`config.mk`:
```
export PLATFORM = sky130hd
export DESIGN_NAME = pattern_recorder
export DESIGN_NICKNAME = d
export VERILOG_FILES = /design/src/rtl/pattern_recorder.sv
export SDC_FILE = /design/constraint.sdc
export NUM_CORES = 1
export LEC_CHECK = 0
export ABC_CLOCK_PERIOD_IN_PS = 1800
export CORE_ASPECT_RATIO = 0.75
export CORE_MARGIN = 1
export CORE_UTILIZATION = 45
export CTS_CLUSTER_SIZE = 28
export DETAILED_ROUTE_END_ITERATION = 10
export PLACE_DENSITY = 0.75
export SETUP_SLACK_MARGIN = 0.1
export SLEW_MARGIN = 20
export SYNTH_ARGS = -nofsm -noshare
export SYNTH_HDL_FRONTEND = slang
export SYNTH_SLANG_ARGS = --single-unit
```
`constraint.sdc`:
```
create_clock -name main_clk -period 1.8 [get_ports main_clk]
set_input_delay 0.36 -clock main_clk [delete_from_list [all_inputs] [get_ports main_clk]]
set_output_delay 0.36 -clock main_clk [all_outputs]
set_load 0.03 [all_outputs]
```
`src/rtl/pattern_recorder.sv`:
```
// pattern_recorder: quantizes live {note,octave} bytes to tracker rows on the
// song tick and writes one byte per row into the bar RAM.
// Latency: a row's write appears 1 cycle after its row-ending tick. done pulses
// 1 cycle after the final write.
// Backpressure: note_ready is high whenever recording (SYNC/RECORD). There is
// no stall; the RAM write port is assumed always ready.
// Ports: main_clk/rst_n clock and async active-low reset.
//   tick/arm/abort: strobes. bar_sel/num_bars: recording setup, sampled on arm.
//   note_valid/note_in/note_ready: note handshake.
//   wr_en/wr_addr/wr_data: bar RAM write port.
//   busy/done/row_pos/bar_pos: status.
module pattern_recorder #(
  parameter int TICKS_PER_ROW = 8,
  parameter int BAR_BITS      = 3
) (
  input  logic                  main_clk,
  input  logic                  rst_n,
  input  logic                  tick,
  input  logic                  arm,
  input  logic                  abort,
  input  logic [BAR_BITS-1:0]   bar_sel,
  input  logic [BAR_BITS:0]     num_bars,
  input  logic                  note_valid,
  input  logic [7:0]            note_in,
  output logic                  note_ready,
  output logic                  wr_en,
  output logic [BAR_BITS+3:0]   wr_addr,
  output logic [7:0]            wr_data,
  output logic                  busy,
  output logic                  done,
  output logic [3:0]            row_pos,
  output logic [BAR_BITS-1:0]   bar_pos
);

  localparam int CW = $clog2(TICKS_PER_ROW);
  localparam logic [CW-1:0] LAST_TICK = CW'(TICKS_PER_ROW - 1);

  typedef enum logic [1:0] {S_IDLE, S_SYNC, S_REC} state_e;

  state_e                state_q, state_d;
  logic [CW-1:0]         cnt_q, cnt_d;
  logic [3:0]            row_q, row_d;
  logic [BAR_BITS-1:0]   bar_q, bar_d;
  logic [BAR_BITS:0]     left_q, left_d;
  logic [7:0]            pend_q, pend_d;
  logic                  fin_q, fin_d;
  logic                  wr_en_q, wr_en_d;
  logic [BAR_BITS+3:0]   wr_addr_q, wr_addr_d;
  logic [7:0]            wr_data_q, wr_data_d;
  logic                  done_q, done_d;
  logic                  busy_q, busy_d;

  logic                  note_ok;
  logic [7:0]            pend_nxt;

  // Only well-formed notes (C..B, octave 0..6) reach the pending byte.
  assign note_ok  = note_valid && (state_q != S_IDLE) &&
                    (note_in[7:4] >= 4'd1) && (note_in[7:4] <= 4'd12) &&
                    (note_in[3:0] <= 4'd6);
  assign pend_nxt = note_ok ? note_in : pend_q;

  always_comb begin
    state_d   = state_q;
    cnt_d     = cnt_q;
    row_d     = row_q;
    bar_d     = bar_q;
    left_d    = left_q;
    pend_d    = pend_q;
    fin_d     = 1'b0;
    wr_en_d   = 1'b0;
    wr_addr_d = wr_addr_q;
    wr_data_d = wr_data_q;
    done_d    = 1'b0;

    unique case (state_q)
      S_IDLE: begin
        if (arm) begin
          state_d = S_SYNC;
          bar_d   = bar_sel;
          row_d   = 4'd0;
          cnt_d   = '0;
          pend_d  = 8'h00;
          left_d  = (num_bars == '0) ? (BAR_BITS+1)'(1) : num_bars;
        end
      end
      S_SYNC: begin
        pend_d = pend_nxt;
        if (abort) begin
          state_d = S_IDLE;
        end else if (tick) begin
          // The sync tick is tick 0 of row 0.
          state_d = S_REC;
          cnt_d   = CW'(1);
        end
      end
      S_REC: begin
        if (abort) begin
          state_d = S_IDLE;
        end else if (fin_q) begin
          // Final write is on the port this cycle; finish next cycle.
          state_d = S_IDLE;
          done_d  = 1'b1;
        end else begin
          pend_d = pend_nxt;
          if (tick) begin
            if (cnt_q != LAST_TICK) begin
              cnt_d = cnt_q + CW'(1);
            end else begin
              // Row ends: a note arriving with this tick still belongs here.
              wr_en_d   = 1'b1;
              wr_addr_d = {bar_q, row_q};
              wr_data_d = pend_nxt;
              pend_d    = 8'h00;
              cnt_d     = '0;
              row_d     = row_q + 4'd1;
              if (row_q == 4'd15) begin
                bar_d  = bar_q + BAR_BITS'(1);
                left_d = left_q - (BAR_BITS+1)'(1);
                if (left_q == (BAR_BITS+1)'(1)) fin_d = 1'b1;
              end
            end
          end
        end
      end
      default: state_d = S_IDLE;
    endcase
  end

  assign busy_d = (state_d != S_IDLE);

  always_ff @(posedge main_clk or negedge rst_n) begin
    if (!rst_n) begin
      state_q   <= S_IDLE;
      cnt_q     <= '0;
      row_q     <= 4'd0;
      bar_q     <= '0;
      left_q    <= '0;
      pend_q    <= 8'h00;
      fin_q     <= 1'b0;
      wr_en_q   <= 1'b0;
      wr_addr_q <= '0;
      wr_data_q <= 8'h00;
      done_q    <= 1'b0;
      busy_q    <= 1'b0;
    end else begin
      state_q   <= state_d;
      cnt_q     <= cnt_d;
      row_q     <= row_d;
      bar_q     <= bar_d;
      left_q    <= left_d;
      pend_q    <= pend_d;
      fin_q     <= fin_d;
      wr_en_q   <= wr_en_d;
      wr_addr_q <= wr_addr_d;
      wr_data_q <= wr_data_d;
      done_q    <= done_d;
      busy_q    <= busy_d;
    end
  end

  assign note_ready = (state_q != S_IDLE);
  assign wr_en      = wr_en_q;
  assign wr_addr    = wr_addr_q;
  assign wr_data    = wr_data_q;
  assign done       = done_q;
  assign busy       = busy_q;
  assign row_pos    = row_q;
  assign bar_pos    = bar_q;

endmodule

```
==> results of run 1 <==
[state kept, by name, summed over array words and instances, names as in the netlist]
register and flops:
wr_data 8, wr_en 1, row_pos 4, fin_q 1
state_q 2, done 1, left_q 4, wr_addr 7
bar_pos 3, cnt_q 3, pend_q 8, busy 1
[power groups by stage]
stage	sequential, µW	clock, µW	combinational (µW)
after floorplan	1350	0	931
after global placement	1250	0	1660
after detailed placement	1260	0	1710
final	1260	894	2290
after global routing	1280	948	2430
after CTS	1240	907	2000
[final timing paths]
| kind | from | to | slack (ns) | depth (start not counted) |
|---|---|---|---|---|
| min in group main_clk | wr_addr[2] | wr_addr[2] | 0.51 | 1 |
| worst min-delay path | rst_n | wr_addr[0] | -0.002 | 1 |
| max in group asynchronous | rst_n | row_pos[1] | 1.31 | 2 |
| worst min register to register | wr_addr[2] | wr_addr[2] | 0.51 | 1 |
| worst max-delay path | cnt_q[0] | bar_pos[0] | 0.003 | 7 |
| worst max register to register | cnt_q[0] | bar_pos[0] | 0.003 | 7 |
[through the flow]
stage	setup TNS, ns	worst slack [ns]	hold slack, ns	area (µm²)	instances
2_1_floorplan	0	0.0230	0.0644	2260	216
3_3_place_gp	-5.30	-0.285	0.322	3030	351
3_5_place_dp	-6.23	-0.323	0.327	3030	351
4_1_cts	0	0.0542	0.00142	3300	365
5_1_grt	-0.306	-0.0453	0.0130	3510	370
6_report	0	0.00279	-0.00182	3510	370
[metal layers]
layer | up-vias | GRT usage [%] | wire [µm] | part of all wire [%]
li1 | 969 | - | - | -
met1 | 1048 | 30.7 | 2890 | 47
met2 | 63 | 35.7 | 2900 | 47
met3 | 11 | 5.02 | 267 | 4.4
met4 | 0 | 9.48 | 80 | 1.3
met5 | - | 0 | 0 | 0
[repair_timing]
item                                    CTS  global route
pin swaps                                14            20
endpoints found under the setup margin   51            50
cloned                                    0             1
resized for setup                        42            49
setup buffers                             6             4
[area by class of cell]
cell class / count / area share, %
inverter: 11 / 1.35
multi-input combinational: 155 / 36.7
sequential: 43 / 30.7
tap: 57 / 2.03
clock inverter: 2 / 1.71
clock buffer: 6 / 2.07
timing repair buffer: 96 / 25.4
[worst reg2reg max path, cell delays in order (launching register included)]
cell and delay [ns]:
dfrtp_1 0.41, ha_4 0.16, ha_4 0.15, nand3b_1 0.16
or2_4 0.31, nor2_2 0.13, a21oi_2 0.05, a221o_1 0.32
[cells in the final DEF (no fill, tap or decap), types with 8 or more instances in the layout]
| cell type | n |
|---|---|
| nand2_1 | 10 |
| clkdlybuf4s50_1 | 18 |
| buf_6 | 9 |
| buf_4 | 38 |
| a22o_1 | 8 |
| a21oi_1 | 14 |
| nor2_1 | 19 |
| dfrtp_1 | 41 |
| dlymetal6s2s_1 | 10 |
| dlygate4sd2_1 | 16 |
[cell families after synthesis]
logic type	Yosys count
mux	20
simple gates	71
compound gates	53
fa+ha+maj	11
buf+inv	18
flops	43
==> metrics.txt, run 1 <==
crit end category=flop; crit-path cells=ha_4 > ha_4 > nand3b_1 > or2_4 > nor2_2 > a21oi_2 > a221o_1; synth warn=0; clk sinks=43; Main synth FF type=dfrtp_1; Core ar.=roughly 4600 µm²; Worst EP required=a little under 2 ns; Antenna Cells=0; highest clock rate=556 MHz; async set or reset register ratio after synthesis=between 90% and 100%; Seq pwr share=~28%; failing checks=negative hold slack; RSZ-0062 raised after global routing=true; GPL Wtd Cong=just under 0.9; initial antenna violation count=0; Post-Synth XOR/XNOR Area=0%; internal power=between 2000 and 3000 µW; share of cells above drive strength 1=between 30% and 40%; Synth cell types=37; DRC=0; synth cell count leaders=dfrtp_1, nor2_1, a21oi_1, nand2_1, o21ai_0; CTS Root Cell=clkbuf_8; post-layout util=76.4%; WL per Instance=16.6 µm; Final ANT Viol Nets=0; Die Width=83.2 µm; sequential share of the synthesized area=48.4%; top post-synthesis cells by area=dfrtp_1, ha_1, mux2_2, mux2i_1, a21oi_1; Synthesized Nets=between 200 and 250; post-DR vias/cell=about 5.7; Slew headroom=70.0%; maximum root-to-sink buffer count=2; Port Buffers=46; largest net degree at the start of global routing=27; Synth Area in Adders=6.19%; Fin. Hold Viols=9; combinational share of power=roughly 50%; multi-input logic area=1290 µm²; area of the mapped netlist=2220 µm²; CP peak stage delay=0.41 ns; area leader, netlist=dfrtp_1; period utilization=99.8%; status=finished with violations; NetSw=1670 µW; simple-gate share of the synthesized area=16.0%; # IOs=47; synth-to-layout area growth=58.0%; P_leak=0.00175 µW; CP Launch Type=flop; Clk pwr share=20.1%; Synth top area share=approximately half; FF/Latch Area=about 1100 µm²; Synth Area in Compound Gates=around 16%; # setup viols final=0; vias in the first global route=2008; hold_ws=-0.00182 ns; Total Wirelength=~6100 µm; Initial Util=48.4%; Seq cells post-synth=43; Die Y=62.9 µm; Net Sw Frac=37.5%; Site Rows=21; PwrDens=1260 nW/µm²; Nets=344; TritonCTS buffer count=5; Worst path most repeated cell=ha_4; Hold Crit Class=input pin to asynchronous set/reset pin; post-synthesis mux area share=9.57%; Worst EP arrival=between 1.5 and 2 ns; global route total overflow=0; largest family of logic cells by synthesized area=simple AND/OR/NAND/NOR gates; Cells after Synth=216; Crit path buffers/inverters=0; CP max-delay cell=dfrtp_1; max-cap viol count=0; Slew @ Worst Pin=0.449 ns; H-Tree Depth=2; power consumption=4440 µW; CTS clock-pin slew for the worst setup and hold paths=roughly 0.08 ns; detailed placement HPWL=3800 µm; Slew Limit Fails=0; CP top delay family=simple AND/OR/NAND/NOR gates; first-pass GRT wire length=9320 µm; CTS tree=built; total die area=5230 µm²; Clock Skew=0.00609 ns; most frequent cell after synthesis=dfrtp_1; minimum clock period=between 1.5 and 2 ns; DR pass1 iterations=6; DRT iter0 DRCs=around 70; cts-stage hold buffer count=0; critical-path maximum fanout=4; fill count=290; Worst Path Class, Setup=flop to flop; number of enable flip-flop cells after synthesis=0; worst skew pair latency=0.30 ns; GRT Resource Usage Total=22.8%; worst vdd ir=0.875 mV; Syn Area/Cell=10.3 µm²; detailed-route via count=2091
(Power assumes the default switching activity.)
==> run 2, diff against run 1 <==
- CORE_MARGIN: 1 -> not set
- SKIP_CTS_REPAIR_TIMING: not set -> 1
- SLEW_MARGIN: 20 -> 25
==> metrics.txt, run 2 (same netlist as run 1, synthesis figures left out) <==
Die Width=83.2 µm (unchanged); hold_ws=-0.00959 ns (-0.00777 ns); Nets=343 (-0.29%); total die area=5230 µm² (unchanged); worst skew pair latency=0.30 ns (about the same); CP top delay family=simple AND/OR/NAND/NOR gates; WL per Instance=16.7 µm (+0.45%); Worst EP arrival=1.97 ns (about the same); fill count=266 (-8.3%); Fin. Hold Viols=17 (+8); RSZ-0062 raised after global routing=true; Worst EP required=1.99 ns (about the same); GPL Wtd Cong=0.875 (unchanged); detailed-route via count=2054 (-1.8%); failing checks=negative hold slack; Slew headroom=70.0% (about the same); global route total overflow=0 (unchanged); P_leak=0.00196 µW (+12%); CTS tree=built; Clock Skew=0.00559 ns (-0.000504 ns); initial antenna violation count=0 (unchanged); PwrDens=1230 nW/µm² (-2.6%); Hold Crit Class=input pin to asynchronous set/reset pin; critical-path maximum fanout=4 (unchanged); CTS Root Cell=clkbuf_8; crit end category=flop; # IOs=47 (unchanged); detailed placement HPWL=3800 µm (unchanged); period utilization=99.0% (-0.81 points); H-Tree Depth=2 (unchanged); minimum clock period=1.78 ns (-0.0146 ns); DR pass1 iterations=4 (-2); GRT Resource Usage Total=21.3% (-1.5 points); Total Wirelength=6150 µm (+0.18%); power consumption=4420 µW (-0.40%); crit-path cells=ha_2 > ha_4 > nand3b_1 > or2_4 > nor2_4 > a21oi_2 > a221o_1; vias in the first global route=1905 (-5.1%); first-pass GRT wire length=8730 µm (-6.4%); synth-to-layout area growth=61.6%; # setup viols final=0 (unchanged); DRT iter0 DRCs=84 (+22%); Die Y=62.9 µm (unchanged); placed cell area=3030 µm² (unchanged); CP max-delay cell=dfrtp_1; highest clock rate=561 MHz (+0.82%); share of cells above drive strength 1=37.5% (+1.1 points); Core ar.=4600 µm² (unchanged); final instance area=3590 µm² (+2.3%); most frequent cells in the layout=dfrtp_1, buf_4, dlymetal6s2s_1, nor2_1, clkdlybuf4s50_1; TritonCTS buffer count=5 (unchanged); status=finished with violations; clk sinks=43 (unchanged); largest net degree at the start of global routing=27 (unchanged); Port Buffers=46 (unchanged); placed cells=351 (unchanged); Site Rows=21 (unchanged); worst vdd ir=0.934 mV (+6.7%); leading cell type in the layout, fill and taps excluded=dfrtp_1; max-cap viol count=0 (unchanged); post-DR vias/cell=5.57 (-1.5%); CP peak stage delay=0.38 ns (-0.03 ns); Final ANT Viol Nets=0 (unchanged); Slew Limit Fails=0 (unchanged); DRC=0 (unchanged); Finished Layout Cells=369 (-0.27%); CTS clock-pin slew for the worst setup and hold paths=0.08 ns (about the same); CP Launch Type=flop; Worst Path Class, Setup=flop to flop; Slew @ Worst Pin=0.450 ns (+0.000595 ns); maximum root-to-sink buffer count=2 (unchanged); Antenna Cells=0 (unchanged); Initial Util=48.4% (unchanged); Crit path buffers/inverters=0 (unchanged)
run 2: cell count changes in the layout (fill, tap and decap cells not counted), sizes merged:
| cell | change |
|---|---|
| clkdlybuf4s50 | -1 |
| dlygate4sd2 | -16 |
| buf | -1 |
| dlymetal6s2s | +17 |
run 2: worst register-to-register path: stages, from the launching register on:
cell      delay [ns]
dfrtp_1         0.38
ha_2            0.20
ha_4            0.16
nand3b_1        0.15
or2_4           0.30
nor2_4          0.11
a21oi_2         0.05
a221o_1         0.31
run 2: path summary, 6_finish.rpt:
kind / endpoint / depth (start not counted) / slack [ns] / startpoint
hold reg to reg: wr_addr[1] / 1 / 0.51 / wr_addr[1]
setup / recovery: bar_pos[0] / 7 / 0.02 / cnt_q[0]
setup reg to reg: bar_pos[0] / 7 / 0.02 / cnt_q[0]
min in group main_clk: pend_q[5] / 3 / 0.43 / note_in[5]
hold / removal: cnt_q[0] / 1 / -0.01 / rst_n
max in group asynchronous: row_pos[1] / 2 / 1.32 / rst_n
run 2: power by group:
group | internal, µW | switching, µW | leakage, µW
Combinational | 1100 | 1170 | 0.00133
Sequential | 1110 | 152 | 0.000564
Clock | 555 | 342 | 0.0000654
run 2: per-stage QoR:
step                util, %  setup TNS, ns  hold slack [ns]  worst slack (ns)
floorplan                 -              0           0.0644            0.0230
global placement       65.9          -5.30            0.322            -0.285
detailed placement     65.9          -6.23            0.327            -0.323
CTS                    68.8         -0.281          0.00142           -0.0583
global route           78.1         -0.629          0.00579           -0.0847
finish                 78.1              0         -0.00959            0.0174
run 2: metal layers:
layer | global-route usage (%) | vias up | wire [µm]
li1 | - | 969 | -
met1 | 29.6 | 1017 | 2800
met2 | 31.9 | 59 | 2950
met3 | 4.89 | 9 | 271
met4 | 9.05 | 0 | 123
met5 | 0 | - | 0
run 2: layout make-up:
cell class                      count  area [µm²]  area share, %
Inverter                           11        47.5           1.32
Sequential cell                    43        1080           30.0
Multi-Input combinational cell    155        1310           36.4
Tap cell                           57        71.3           1.98
Clock buffer                        6        72.6           2.02
Clock inverter                      2        60.1           1.67
Timing Repair Buffer               95         956           26.6
==> run 3, diff against run 2 <==
- PLACE_DENSITY: 0.75 -> 0.81
==> metrics.txt, run 3 (same netlist as run 1, synthesis figures left out) <==
status=finished with violations; GRT Max-Usage Layer=met2; Port Buffers=46 (unchanged); Slew @ Worst Pin=0.419 ns (-0.0307 ns); met1 Track Usage GR=29.9% (+0.40 points); critical-path maximum fanout=6 (+2); Antenna Cells=0 (unchanged); CP max-delay cell=dfrtp_1; Slew Limit Fails=0 (unchanged); Worst Path Class, Setup=flop to flop; CTS tree=built; detailed-route via count=2022 (-1.6%); largest net degree at the start of global routing=27 (unchanged); CP peak stage delay=0.37 ns (about the same); Fin. Hold Viols=17 (unchanged); CP Launch Type=flop; vias in the first global route=1938 (+1.7%); total die area=5230 µm² (unchanged); Nets=336 (-2.0%); P_leak=0.00191 µW (-2.4%); Total Wirelength=6250 µm (+1.7%); H-Tree Depth=2 (unchanged); Die Y=62.9 µm (unchanged); post-layout util=77.1% (-1.1 points); WL per Instance=17.3 µm (+3.7%); met3 Use GR=4.89% (unchanged); fill count=276 (+3.8%); CTS Root Cell=clkbuf_8; # IOs=47 (unchanged); synth-to-layout area growth=59.4%; leading cell type in the layout, fill and taps excluded=dfrtp_1; clk sinks=43 (unchanged); hold_ws=-0.0254 ns (-0.0158 ns); PwrDens=1210 nW/µm² (-2.0%); minimum clock period=1.80 ns (+0.0218 ns); Final ANT Viol Nets=0 (unchanged); most frequent cells in the layout=dfrtp_1, buf_4, dlymetal6s2s_1, clkdlybuf4s50_1, nor2_1; FF/Latch Area=1080 µm² (+0.12%); # setup viols final=4 (+4); failing checks=negative hold slack, negative setup slack; highest clock rate=554 MHz (-1.2%); DR pass1 iterations=4 (unchanged); Worst EP arrival=1.99 ns (+0.02 ns); setup slack after layout=-0.00437 ns (-0.0218 ns); RSZ-0062 raised after global routing=true; TritonCTS buffer count=5 (unchanged); worst skew pair latency=0.30 ns (about the same); max-cap viol count=0 (unchanged); worst vdd ir=0.981 mV (+5.0%); maximum root-to-sink buffer count=2 (unchanged); crit-path cells=ha_2 > ha_4 > nand3b_1 > buf_4 > nor2_4 > buf_6 > mux2_4; first-pass GRT wire length=9250 µm (+5.9%); multi-input logic area=1340 µm² (+2.4%); Core ar.=4600 µm² (unchanged); Die Width=83.2 µm (unchanged); power consumption=4280 µW (-3.3%); detailed placement HPWL=3950 µm (+3.9%); Site Rows=21 (unchanged); DRC=0 (unchanged); CTS clock-pin slew for the worst setup and hold paths=0.09 ns (about the same); GPL Wtd Cong=0.790 (-9.7%); Clock Skew=0.00938 ns (+0.00380 ns); beginning of the worst register-to-register path=cnt_q[0]; pre-CTS setup slack=-0.358 ns (-0.0346 ns); period utilization=100% (+1.2 points); met2 track demand over resource=36.5% (+4.6 points); Hold Crit Class=input pin to asynchronous set/reset pin; crit end category=flop; DRT iter0 DRCs=118 (+40%); Crit. Startpoint=cnt_q[0]; Worst EP required=1.99 ns (about the same); Slew headroom=72.0% (+2.0 points); GRT Resource Usage Total=22.4% (+1.1 points); initial antenna violation count=0 (unchanged); post-DR vias/cell=5.59 (+0.35%); Initial Util=48.4% (unchanged); global route total overflow=0 (unchanged); share of cells above drive strength 1=36.7% (-0.78 points)
[run 3: metal layers]
metal,up-vias,routed length [µm]
met5,-,0
met4,0,148
met3,19,271
met2,58,3060
met1,994,2770
li1,951,-
[run 3: area by class of cell]
type | instances | share of cell area [%]
multi-input cells | 155 | 37.8
well taps | 57 | 2.01
repair buffers | 88 | 25.4
flip-flops and latches | 43 | 30.5
clock buffers | 5 | 1.94
clock inverters | 3 | 1.24
inverters | 11 | 1.17
[run 3: final timing paths]
path	to	cells past startpoint	slack [ns]
max in group asynchronous	state_q[1]	2	1.32
worst min-delay path	wr_data[7]	1	-0.03
worst max-delay path	wr_addr[2]	7	-0.004
worst min register to register	wr_addr[1]	1	0.51
min in group main_clk	pend_q[5]	3	0.45
worst max register to register	wr_addr[2]	7	-0.004
[run 3: per-stage QoR]
| stage | hold WS, ns | cell area (µm²) | cells | setup TNS, ns |
|---|---|---|---|---|
| final | -0.0254 | 3540 | 362 | -0.0125 |
| after global routing | -0.00266 | 3540 | 362 | -0.448 |
| after CTS | -0.00837 | 3110 | 355 | -0.271 |
| after detailed placement | 0.318 | 3000 | 347 | -6.33 |
| after global placement | 0.314 | 3000 | 347 | -5.50 |
| after floorplan | 0.0644 | 2260 | 216 | 0 |
[run 3: power by group]
part	leakage, µW	switching [µW]	internal [µW]	total (µW)
clock	0.0000581	339	413	752
combinational	0.00129	1180	1090	2270
sequential	0.000563	146	1110	1260
total	0.00191	1670	2610	4280
[run 3: critical path, delay by kind of cell, from the launching register on]
kind,cells,cell delay (ns)
muxes,1,0.30
DFF,1,0.37
and+or+nand+nor,2,0.30
adders and majority gates,2,0.37
buffers and inverters,2,0.35
